==> src/rtl/dds_sweep_ctrl.sv <==
// Frequency-sweep scheduler: steps the DDS tuning word M from f_start to f_stop with a
// programmable dwell per value, in single, sawtooth-repeat or triangle mode.
module dds_sweep_ctrl #(
    parameter int N       = 16,
    parameter int DWELL_W = 16
) (
    input  logic               clk,
    input  logic               rst,
    input  logic               start,
    input  logic               stop,
    input  logic [1:0]         mode,
    input  logic [N-1:0]       f_start,
    input  logic [N-1:0]       f_stop,
    input  logic [N-1:0]       f_step,
    input  logic [DWELL_W-1:0] dwell,
    output logic [N-1:0]       M,
    output logic               step_stb,
    output logic               busy,
    output logic               done,
    output logic               dir_up
);

    typedef enum logic [1:0] {IDLE, RUN, FIN} state_t;

    state_t             state;
    logic [1:0]         mode_r;
    logic [N-1:0]       org;
    logic [N-1:0]       tgt;
    logic [N-1:0]       step_r;
    logic [DWELL_W-1:0] dwell_r;
    logic [DWELL_W-1:0] cnt;

    logic               at_end;
    logic [N-1:0]       step_in;
    logic [DWELL_W-1:0] dwell_in;

    // One step toward the endpoint at N+1 bits; overshoot or wrap saturates to the endpoint.
    function automatic logic [N-1:0] step_clamp(input logic [N-1:0] cur,
                                                 input logic [N-1:0] endpt,
                                                 input logic [N-1:0] stp,
                                                 input logic         up);
        logic [N:0] nxt;
        if (up) begin
            nxt = {1'b0, cur} + {1'b0, stp};
            if (nxt > {1'b0, endpt}) nxt = {1'b0, endpt};
        end else begin
            nxt = {1'b0, cur} - {1'b0, stp};
            if (nxt[N] || nxt < {1'b0, endpt}) nxt = {1'b0, endpt};
        end
        return nxt[N-1:0];
    endfunction

    assign at_end   = (M == tgt);
    assign step_in  = (f_step == '0) ? N'(1) : f_step;
    assign dwell_in = (dwell == '0) ? DWELL_W'(1) : dwell;

    always_ff @(posedge clk or negedge rst) begin
        if (!rst) begin
            state    <= IDLE;
            M        <= '0;
            step_stb <= 1'b0;
            busy     <= 1'b0;
            done     <= 1'b0;
            dir_up   <= 1'b1;
            cnt      <= '0;
            mode_r   <= '0;
            org      <= '0;
            tgt      <= '0;
            step_r   <= '0;
            dwell_r  <= '0;
        end else begin
            step_stb <= 1'b0;
            done     <= 1'b0;
            case (state)
                IDLE: begin
                    if (start && !stop) begin
                        mode_r   <= mode;
                        org      <= f_start;
                        tgt      <= f_stop;
                        step_r   <= step_in;
                        dwell_r  <= dwell_in;
                        cnt      <= dwell_in;
                        M        <= f_start;
                        step_stb <= 1'b1;
                        busy     <= 1'b1;
                        dir_up   <= (f_start <= f_stop);
                        state    <= RUN;
                    end
                end
                RUN: begin
                    if (stop) begin
                        busy  <= 1'b0;
                        state <= IDLE;
                    end else if (cnt == DWELL_W'(1)) begin
                        cnt <= dwell_r;
                        if (!at_end) begin
                            M        <= step_clamp(M, tgt, step_r, dir_up);
                            step_stb <= 1'b1;
                        end else if (mode_r == 2'b01) begin
                            M        <= org;
                            step_stb <= 1'b1;
                        end else if (mode_r == 2'b10) begin
                            // Turn at the apex: step straight away so the endpoint is not dwelt twice.
                            M        <= step_clamp(M, org, step_r, !dir_up);
                            org      <= tgt;
                            tgt      <= org;
                            dir_up   <= !dir_up;
                            step_stb <= 1'b1;
                        end else begin
                            busy  <= 1'b0;
                            done  <= 1'b1;
                            state <= FIN;
                        end
                    end else begin
                        cnt <= cnt - DWELL_W'(1);
                    end
                end
                FIN: begin
                    state <= IDLE;
                end
                default: begin
                    state <= IDLE;
                end
            endcase
        end
    end

endmodule

==> config.mk <==
export PLATFORM = sky130hd
export DESIGN_NAME = dds_sweep_ctrl
export DESIGN_NICKNAME = d
export VERILOG_FILES = /design/src/rtl/dds_sweep_ctrl.sv
export SDC_FILE = /design/constraint.sdc
export NUM_CORES = 1
export LEC_CHECK = 0
export CAP_MARGIN = 5
export CELL_PAD_IN_SITES_DETAIL_PLACEMENT = 0
export CELL_PAD_IN_SITES_GLOBAL_PLACEMENT = 1
export CORE_ASPECT_RATIO = 0.9
export CORE_MARGIN = 1.5
export CORE_UTILIZATION = 47
export DETAILED_ROUTE_END_ITERATION = 10
export GPL_TIMING_DRIVEN = 0
export HOLD_SLACK_MARGIN = 0.1
export PLACE_DENSITY = 0.94
export SYNTH_ARGS = -nofsm -noshare
export SYNTH_HDL_FRONTEND = slang
export SYNTH_SLANG_ARGS = --single-unit
export TNS_END_PERCENT = 50
==> constraint.sdc <==
create_clock -name clk -period 7.06 [get_ports clk]
set_input_delay 1.412 -clock clk [delete_from_list [all_inputs] [get_ports clk]]
set_output_delay 1.412 -clock clk [all_outputs]
set_load 0.01 [all_outputs]
==> results by group, run 1 <==
Status
  – Status: finished clean

Cells and area
  – Share of cells above drive strength 1: 0.0477
  – Syn-to-layout area delta: 16.4%
  – Post-Layout Inst Area: 0.0108 sq mm
  – Most common cell after layout, fill and taps aside: nand2_1
  – Most frequent cells in the layout: nand2_1, nor2_1, ha_1
  – Fin nets: 1459
  – Diodes inserted: 0

Floorplanning
  – Die Height: 136 um
  – Top Ports: 90
  – Die area: 0.0207 sq mm
  – Die Width: 151 um
  – Site row count: 48
  – Initial Util: 0.483
  – Core area: 0.0193 sq mm

STA
  – Final setup viols: 0
  – Fin Clk Skew: 0.0123 ns
  – Final hold vios: 0
  – Rel. slew slack: 0.211
  – Tmin final: 6.21 ns
  – Min Hold Slack: 0.516 ns
  – Final setup TNS: 0 ns
  – Setup ws final: 0.847 ns
  – Max Fclk: 0.161 GHz
  – Tcrit/Tclk final: 0.880
  – RSZ-0062 raised after global routing: no
  – Worst-Margin Slew: 1.17 ns
  – Slew Limit Fails: 0

Clocking
  – TritonCTS Buffers: 9
  – CTS tree: yes
  – Post-CTS Hold Buffers: 0
  – H-tree depth: 3
  – Clk Latency, worst-skew pair: 0.37 ns
  – CTS Buffer Depth: 2
  – CTS root buffer: clkbuf_16
  – Post-cts sizing count: 0
  – CTS Sinks: 104
  – Clock-pin slew on the worst setup and hold paths: 0.07 ns
  – # Post-CTS Setup Buffers: 0

Drt
  – DR vias: 9098
  – DRT iter0 DRCs: 710
  – Final ANT Viol Nets: 0
  – DR WL/cell: 19.5 um
  – Vias/cell: 5.95
  – DRT Pass-1 Iters: 4
  – DRT Wirelength: 29.8 mm
  – DRC viols: 0

Pwr
  – Clock network fraction of design power: 0.096
  – Leakage: 4.78 nW
  – PwrDens: 530 mW/mm^2
  – Sequential Power Share: 0.190
  – Gate power share: 0.714
  – P_int: 2.67 mW
  – Sw Pwr: 3.07 mW
  – Peak supply drop: 292 uV
  – Switching share of power: 0.535

Critical path
  – Crit path cell chain: ha_1 -> nand2b_1 -> a221oi_1 -> o311ai_0 -> a32oi_1 -> a21oi_1 -> o311ai_0 -> ha_1 -> nand4_1 -> nor4_1 -> o21ai_0 -> o2bb2ai_1 -> a21bo_2 -> buf_2 -> clkbuf_1 -> o22ai_1 -> o311ai_0 -> o22a_1
  – Worst setup SP type: flip-flop
  – Critical Path Sink Type: flip-flop
  – Delay-heaviest family, CP: compound AO/OA/AOI/OAI gates
  – CP arrival: 6.52 ns
  – CP max FO: 10
  – CP required: 7.36 ns
  – CP Class: reg -> reg
  – Slowest cell on the critical path: o311ai_0
  – Critical Path Max Stage Delay: 1.00 ns
  – Crit path top cell by count: o311ai_0
  – Critical path buffer and inverter count: 2

Yosys
  – Register area share after synthesis: 0.280
  – Async SR Flop Fraction: 1.00
  – Avg Cell Area, Syn: 7.93 sq um
  – Syn Nets: 1359
  – YS warnings: 0
  – Synth top area share: 0.277
  – Top FF cell, synth: dfrtp_1
  – Post-synth EDFFs: 0
  – Synthesis-stage register bit count: 104
  – Largest cells by area after synthesis: dfrtp_1, ha_1, nand2_1
  – Post-synthesis cell type count: 71
  – Syn Inst Count: 1173
  – Post-synth top area cell: dfrtp_1
  – Syn Std Cell Area: 0.00931 sq mm

Global route
  – Initial antenna violation count: 0
  – Largest net degree at the start of global routing: 66
  – First-pass GRT wire length: 46.8 mm
  – Vias in the first global route: 8575
  – Overflow after GRT: 0
  – Overall routing resource usage: 0.298

Place
  – Post-DP HPWL: 24.1 mm
  – Routability Congestion: 0.971
  – Placed cell areas: 0.0105 sq mm
  – Pre-CTS WS: 1.03 ns
  – IO buf count: 88

Worst hold path
  – Worst Hold Class: reg -> reg

Job
  – Max-Cap Viols: 0
[through the flow]
step / util / power, mW / cells
floorplan: - / 3.88 / 1173
global placement: 0.545 / 5.02 / 1511
detailed placement: 0.546 / 5.09 / 1512
CTS: 0.562 / 5.66 / 1528
finish: 0.562 / 5.75 / 1528
global route: 0.562 / 6.24 / 1528
[cell type report]
| cell class | count | area (sq um) |
|---|---|---|
| fill | 1855 | 8440 |
| multi-input combinational | 907 | 6070 |
| sequential | 104 | 2600 |
| timing repair buffer | 89 | 906 |
| inverter | 105 | 394 |
| tap | 250 | 313 |
| buffer | 57 | 239 |
| clock buffer | 10 | 229 |
| clock inverter | 6 | 80.1 |
[logic make-up after synthesis]
kind of cell / count (synthesis) / share of synthesized area
and+or+nand+nor: 378 / 0.186
adders and majority gates: 116 / 0.158
DFF: 104 / 0.280
xor gates and xnor gates: 42 / 0.0395
buffers and inverters: 162 / 0.0680
muxes: 17 / 0.0204
AOI/OAI and AO/OA: 354 / 0.249
[worst reg2reg max path: stages (launching register included)]
cell	delay [ns]
dfrtp_1	0.51
ha_1	0.36
nand2b_1	0.17
a221oi_1	0.44
o311ai_0	0.26
a32oi_1	0.37
a21oi_1	0.15
o311ai_0	1.00
ha_1	0.29
nand4_1	0.17
nor4_1	0.44
o21ai_0	0.20
o2bb2ai_1	0.16
a21bo_2	0.18
buf_2	0.21
clkbuf_1	0.50
o22ai_1	0.21
o311ai_0	0.36
o22a_1	0.17
[flip-flops by register name, indices dropped and copies added (netlist names)]
signal,count
dwell_r,16
M,16
done,1
tgt,16
step_r,16
step_stb,1
mode_r,2
org,16
dir_up,1
busy,1
cnt,16
state,2
[metal layers]
layer / routed length [um] / global-route usage / up-vias
met1: 14400 / 0.445 / 4255
li1: - / - / 4406
met4: 643 / 0.0831 / 0
met5: 0 / 0 / -
met2: 12300 / 0.440 / 396
met3: 2420 / 0.0493 / 41
[cell usage after synthesis (all sizes together), types with 3 or more instances]
master,count
o21ai,78
ha,114
a21boi,8
and3,3
nor3,22
nand2,137
a22oi,4
and2,3
a211oi,10
a31oi,49
o21a,15
clkbuf,44
mux2,16
o22ai,14
dfrtp,103
o22a,5
a41oi,6
nor4,13
o31ai,5
nor3b,4
nand3,19
o211ai,12
xnor2,21
a22o,12
o2111ai,5
o311ai,11
xor2,21
nand4,14
or4,3
nor2,116
a2111oi,3
or3,8
buf,13
o31a,9
inv,105
a21oi,72
or2,5
a211o,3
nand2b,16
a221oi,4
a21o,10
nor2b,9
[power by group through the flow]
stage | Sequential (mW) | Combinational (mW) | Clock [mW]
floorplan | 0.994 | 2.88 | 0
global placement | 1.08 | 3.94 | 0
detailed placement | 1.08 | 4.01 | 0
CTS | 1.08 | 4.03 | 0.553
global route | 1.12 | 4.56 | 0.570
finish | 1.09 | 4.10 | 0.549
[final timing paths]
check	cells past startpoint	endpoint	from	slack (ns)
worst max-delay path	18	M[9]$_DFFE_PN0P_	M[1]$_DFFE_PN0P_	0.85
worst max register to register	18	M[9]$_DFFE_PN0P_	M[1]$_DFFE_PN0P_	0.85
worst min register to register	1	dwell_r[15]$_DFFE_PN0P_	dwell_r[15]$_DFFE_PN0P_	0.52
worst min-delay path	1	dwell_r[15]$_DFFE_PN0P_	dwell_r[15]$_DFFE_PN0P_	0.52
min in group asynchronous	1	step_r[2]$_DFFE_PN0P_	rst	1.02
max in group asynchronous	2	dir_up$_DFFE_PN1P_	rst	5.28
Note: power is estimated with default switching activity, not from simulation.
==> run 2: changes to the inputs <==
- CAP_MARGIN: 5 -> 0
==> run 2 against run 1 <==
Sequential cell count did not move. Register-to-register slack hardly changed. Total power unchanged. Clock power barely moved. Sequential power about the same. Largest power group unchanged.
==> results by group, run 2 (synthesis gave the netlist of run 1 again) <==
Clocking
  – Clk Latency, worst-skew pair: 0.37 ns (about the same)
  – CTS Buffer Depth: 2 (unchanged)
  – # Post-CTS Setup Buffers: 0 (unchanged)
  – Post-CTS Hold Buffers: 0 (unchanged)
  – Clock-pin slew on the worst setup and hold paths: 0.07 ns (about the same)
  – CTS root buffer: clkbuf_16
  – H-tree depth: 3 (unchanged)
  – CTS tree: yes
  – TritonCTS Buffers: 9 (unchanged)
  – CTS Sinks: 104 (unchanged)
  – Post-cts sizing count: 0 (unchanged)

Drt
  – Vias/cell: 5.95 (unchanged)
  – DR vias: 9098 (unchanged)
  – DR WL/cell: 19.5 um (unchanged)
  – DRC viols: 0 (unchanged)
  – DRT Wirelength: 29.8 mm (unchanged)
  – DRT Pass-1 Iters: 4 (unchanged)
  – DRT iter0 DRCs: 710 (unchanged)
  – Final ANT Viol Nets: 0 (unchanged)

STA
  – Fin Clk Skew: 0.0123 ns (unchanged)
  – RSZ-0062 raised after global routing: no
  – Tcrit/Tclk final: 0.880 (unchanged)
  – Final setup viols: 0 (unchanged)
  – Slew Limit Fails: 0 (unchanged)
  – Rel. slew slack: 0.211 (unchanged)
  – Setup ws final: 0.847 ns (unchanged)
  – Tmin final: 6.21 ns (unchanged)
  – Max Fclk: 0.161 GHz (unchanged)
  – Final setup TNS: 0 ns (unchanged)
  – Worst-Margin Slew: 1.17 ns (unchanged)
  – Final hold vios: 0 (unchanged)

Pwr
  – Sw Pwr: 3.07 mW (unchanged)
  – Peak supply drop: 292 uV (unchanged)
  – P_int: 2.67 mW (unchanged)
  – PwrDens: 530 mW/mm^2 (unchanged)
  – Clock network fraction of design power: 0.096 (about the same)
  – Leakage: 4.78 nW (unchanged)
  – Gate power share: 0.714 (about the same)
  – Switching share of power: 0.535 (unchanged)
  – Tot Pwr: 5.75 mW (unchanged)
  – Sequential Power Share: 0.190 (about the same)

Cells and area
  – Syn-to-layout area delta: 16.4% (unchanged)
  – Diodes inserted: 0 (unchanged)
  – Fill count: 1855 (unchanged)
  – Most frequent cells in the layout: nand2_1, nor2_1, ha_1
  – Fin nets: 1459 (unchanged)
  – Most common cell after layout, fill and taps aside: nand2_1
  – Share of cells above drive strength 1: 0.0477 (unchanged)

Status
  – Status: finished clean

Floorplanning
  – Site row count: 48 (unchanged)
  – Die Width: 151 um (unchanged)
  – Top Ports: 90 (unchanged)
  – Die Height: 136 um (unchanged)
  – Core area: 0.0193 sq mm (unchanged)
  – Initial Util: 0.483 (unchanged)
  – Die area: 0.0207 sq mm (unchanged)

Global route
  – Largest net degree at the start of global routing: 66 (unchanged)
  – Overall routing resource usage: 0.298 (unchanged)
  – First-pass GRT wire length: 46.8 mm (unchanged)
  – Vias in the first global route: 8575 (unchanged)
  – Overflow after GRT: 0 (unchanged)
  – Initial antenna violation count: 0 (unchanged)

Critical path
  – CP required: 7.36 ns (about the same)
  – Worst setup SP type: flip-flop
  – CP max FO: 10 (unchanged)
  – CP Class: reg -> reg
  – Critical Path Sink Type: flip-flop
  – CP arrival: 6.52 ns (about the same)

Place
  – Routability Congestion: 0.971 (unchanged)
  – Pre-CTS WS: 1.03 ns (unchanged)
  – Post-DP HPWL: 24.1 mm (unchanged)
  – IO buf count: 88 (unchanged)

Job
  – Max-Cap Viols: 0 (unchanged)

Worst hold path
  – Worst Hold Class: reg -> reg
run 2: cell counts in the layout (fill, tap and decap cells not counted):
No cell type changed its count.
run 2: per-layer routing:
| layer | track usage | up-vias | share of wire |
|---|---|---|---|
| li1 | - | 4406 | - |
| met1 | 0.445 | 4255 | 0.48 |
| met2 | 0.440 | 396 | 0.41 |
| met3 | 0.0493 | 41 | 0.081 |
| met4 | 0.0831 | 0 | 0.022 |
| met5 | 0 | - | 0 |
run 2: area by class of cell:
type / count / area (sq um) / area share
inverters: 105 / 394 / 0.0364
flip-flops and latches: 104 / 2600 / 0.240
well taps: 250 / 313 / 0.0289
clock buffers: 10 / 229 / 0.0211
multi-input cells: 907 / 6070 / 0.560
plain buffers: 57 / 239 / 0.0221
clock inverters: 6 / 80.1 / 0.00739
repair buffers: 89 / 906 / 0.0836
run 2: worst paths after layout:
| path | depth (start not counted) | start | endpoint | slack [ns] |
|---|---|---|---|---|
| min reg2reg | 1 | dwell_r[15]$_DFFE_PN0P_ | dwell_r[15]$_DFFE_PN0P_ | 0.52 |
| min | 1 | dwell_r[15]$_DFFE_PN0P_ | dwell_r[15]$_DFFE_PN0P_ | 0.52 |
| max in group asynchronous | 2 | rst | dir_up$_DFFE_PN1P_ | 5.28 |
| max | 18 | M[1]$_DFFE_PN0P_ | M[9]$_DFFE_PN0P_ | 0.85 |
| min in group asynchronous | 1 | rst | step_r[2]$_DFFE_PN0P_ | 1.02 |
| max reg2reg | 18 | M[1]$_DFFE_PN0P_ | M[9]$_DFFE_PN0P_ | 0.85 |
run 2: metrics by stage:
step,cells,area (sq um),util,hold WS (ns)
6_report,1528,10800,0.562,0.516
5_1_grt,1528,10800,0.562,0.527
4_1_cts,1528,10800,0.562,0.513
3_5_place_dp,1512,10500,0.546,0.489
3_3_place_gp,1511,10500,0.545,0.484
2_1_floorplan,1173,9310,-,0.464
run 2: power by group through the flow:
stage	sequential, mW	combinational [mW]	clock (mW)
4_1_cts	1.08	4.03	0.553
6_report	1.09	4.10	0.549
2_1_floorplan	0.994	2.88	0
5_1_grt	1.12	4.56	0.570
3_5_place_dp	1.08	4.01	0
3_3_place_gp	1.08	3.94	0
run 2: worst max-delay path: stages (launching register included):
cell and delay (ns):
dfrtp_1 0.51, ha_1 0.36, nand2b_1 0.17, a221oi_1 0.44, o311ai_0 0.26, a32oi_1 0.37, a21oi_1 0.15, o311ai_0 1.00
ha_1 0.29, nand4_1 0.17, nor4_1 0.44, o21ai_0 0.20, o2bb2ai_1 0.16, a21bo_2 0.18, buf_2 0.21, clkbuf_1 0.49
o22ai_1 0.21, o311ai_0 0.36, o22a_1 0.17
==> run 3: changes to the inputs <==
- CORE_UTILIZATION: 47 -> 44
- PLACE_DENSITY: 0.94 -> 0.89
- clock period: 7.06 -> 6.65 ns (I/O delays scaled with it)
==> run 3 against run 2 <==
Worst setup slack worse by 0.39 ns. Critical path type unchanged. Hold slack got worse by 0.0040 ns. Largest cell class unchanged. Routed wire length up 1.5%.
==> results by group, run 3 (synthesis gave the netlist of run 1 again) <==
Drt
  – Top Layer Used: met4
  – Met1 WL: 14.3 mm (-0.69%)
  – WL met2: 12.5 mm (+1.5%)
  – Vias/cell: 5.87 (-1.4%)
  – DRT iter0 DRCs: 749 (+5.5%)
  – Met3 routed WL: 2.68 mm (+11%)
  – DRC viols: 0 (unchanged)
  – DR WL/cell: 19.3 um (-0.80%)
  – DRT Pass-1 Iters: 5 (+1)
  – DR vias: 9180 (+0.90%)
  – DRT Wirelength: 30.2 mm (+1.5%)
  – Final ANT Viol Nets: 0 (unchanged)

Critical path
  – Worst R2R Start: M[2]$_DFFE_PN0P_
  – Crit path top cell by count: o311ai_0
  – Crit path cell chain: ha_1 -> buf_2 -> a221oi_1 -> o311ai_0 -> a32oi_1 -> a21oi_1 -> o311ai_0 -> ha_1 -> nand4_1 -> nor4_1 -> o21ai_0 -> o2bb2ai_1 -> a21bo_2 -> buf_2 -> clkbuf_1 -> o22ai_1 -> o311ai_0 -> o22a_1
  – Reg2reg end: M[9]$_DFFE_PN0P_
  – CP arrival: 6.49 ns (-0.03 ns)
  – Critical Path Sink Type: flip-flop
  – CP required: 6.95 ns (-0.41 ns)
  – Delay-heaviest family, CP: compound AO/OA/AOI/OAI gates
  – Worst setup SP type: flip-flop
  – Slowest cell on the critical path: o311ai_0
  – R2R Setup Slk: 0.46 ns (-0.39 ns)
  – Critical Path Max Stage Delay: 1.01 ns (about the same)
  – Critical path buffer and inverter count: 3 (+1)
  – CP max FO: 10 (unchanged)
  – R2R cell count: 18 (unchanged)
  – CP Class: reg -> reg

STA
  – Setup ws final: 0.460 ns (-0.387 ns)
  – Worst-Margin Slew: 1.18 ns (+0.00876 ns)
  – Final hold vios: 0 (unchanged)
  – RSZ-0062 raised after global routing: no
  – Max Fclk: 0.162 GHz (+0.37%)
  – Fin Clk Skew: 0.0133 ns (+0.00102 ns)
  – Final setup viols: 0 (unchanged)
  – Tmin final: 6.19 ns (-0.0228 ns)
  – Final setup TNS: 0 ns (unchanged)
  – Slew Limit Fails: 0 (unchanged)
  – Tcrit/Tclk final: 0.931 (+0.0508)
  – Rel. slew slack: 0.205 (-0.00592)

Place
  – IO buf count: 88 (unchanged)
  – Post-DP HPWL: 24.4 mm (+1.2%)
  – Pre-CTS WS: 0.679 ns (-0.355 ns)
  – Routability Congestion: 0.944 (-2.7%)

Cells and area
  – Fin nets: 1459 (unchanged)
  – Most frequent cells in the layout: nand2_1, nor2_1, ha_1
  – Register Area: 0.00260 sq mm (unchanged)
  – Diodes inserted: 0 (unchanged)
  – Fill count: 2056 (+11%)
  – Syn-to-layout area delta: 16.7%
  – Multi-input logic area: 0.00607 sq mm (unchanged)
  – Most common cell after layout, fill and taps aside: nand2_1
  – Share of cells above drive strength 1: 0.0477 (unchanged)

Clocking
  – # Post-CTS Setup Buffers: 0 (unchanged)
  – CTS Sinks: 104 (unchanged)
  – H-tree depth: 3 (unchanged)
  – CTS Buffer Depth: 2 (unchanged)
  – Post-CTS Hold Buffers: 0 (unchanged)
  – TritonCTS Buffers: 9 (unchanged)
  – CTS tree: yes
  – CTS root buffer: clkbuf_16
  – Clk Latency, worst-skew pair: 0.37 ns (about the same)
  – Clock-pin slew on the worst setup and hold paths: 0.08 ns (about the same)
  – Post-cts sizing count: 0 (unchanged)

Pwr
  – Peak supply drop: 216 uV (-26%)
  – Leakage: 4.77 nW (-0.16%)
  – PwrDens: 562 mW/mm^2 (+6.0%)

Job
  – Max-Cap Viols: 0 (unchanged)

Worst hold path
  – Hold path start: dwell_r[5]$_DFFE_PN0P_
  – Worst Hold Class: reg -> reg
  – Hold path endpoint: dwell_r[5]$_DFFE_PN0P_
  – Worst hold stages: 1 (unchanged)

Floorplanning
  – Initial Util: 0.448 (-0.0347)
  – Die Width: 156 um (+3.3%)
  – Die Height: 141 um (+3.3%)
  – Top Ports: 90 (unchanged)
  – Site row count: 50 (+4.2%)
  – Die area: 0.0220 sq mm (+6.7%)
  – Core area: 0.0208 sq mm (+7.7%)

Global route
  – Overall routing resource usage: 0.281 (-0.0174)
  – Vias in the first global route: 8675 (+1.2%)
  – Largest net degree at the start of global routing: 68 (+3.0%)
  – First-pass GRT wire length: 47.7 mm (+1.8%)
  – Overflow after GRT: 0 (unchanged)
  – Initial antenna violation count: 0 (unchanged)

Status
  – Status: finished clean
-- run 3: changes by cell type in the layout (fill, tap and decap cells not counted), sizes merged --
cell / change
inv: +2
bufinv: -1
clkinv: -1
-- run 3: area by class of cell --
cell class,instances,share of cell area
plain buffers,57,0.0220
clock buffers,10,0.0211
clock inverters,6,0.00565
inverters,105,0.0363
multi-input cells,907,0.559
flip-flops and latches,104,0.240
well taps,286,0.0329
repair buffers,89,0.0834
-- run 3: worst max-delay path by stage --
stage,startpoint,slack (ns),end,cells after the start
global placement,rst,0.05,dwell_r[9]$_DFFE_PN0P_,1
floorplan,M[1]$_DFFE_PN0P_,2.03,M[9]$_DFFE_PN0P_,19
CTS,M[1]$_DFFE_PN0P_,0.64,M[9]$_DFFE_PN0P_,18
finish,M[2]$_DFFE_PN0P_,0.46,M[9]$_DFFE_PN0P_,18
global route,M[1]$_DFFE_PN0P_,0.05,M[9]$_DFFE_PN0P_,18
detailed placement,M[1]$_DFFE_PN0P_,0.68,M[9]$_DFFE_PN0P_,18
-- run 3: report_power, final --
| group | internal [mW] | switching [mW] |
|---|---|---|
| Clock | 0.264 | 0.283 |
| Sequential | 0.840 | 0.323 |
| Combinational | 1.71 | 2.68 |
| Total | 2.81 | 3.29 |
-- run 3: metrics by stage --
step / cells / util / hold WS [ns] / cell area, sq um / total power, mW
after floorplan: 1173 / - / 0.464 / 9310 / 4.11
after detailed placement: 1548 / 0.509 / 0.493 / 10600 / 5.41
final: 1564 / 0.523 / 0.512 / 10900 / 6.10
after global placement: 1547 / 0.508 / 0.485 / 10500 / 5.33
after CTS: 1564 / 0.523 / 0.514 / 10900 / 5.99
after global routing: 1564 / 0.523 / 0.529 / 10900 / 6.65
-- run 3: worst register-to-register path, delay by kind of cell (launching register included) --
kind                     cells  cell delay [ns]
AO/OA/AOI/OAI               11             3.59
adder cells (fa/ha/maj)      2             0.62
buffers and inverters        3             0.83
flip-flops                   1             0.48
AND/OR/NAND/NOR              2             0.61
-- run 3: routing by layer --
metal	track usage	up-vias
met5	0	-
met4	0.0927	0
met3	0.0461	48
met2	0.405	404
met1	0.422	4324
li1	-	4404
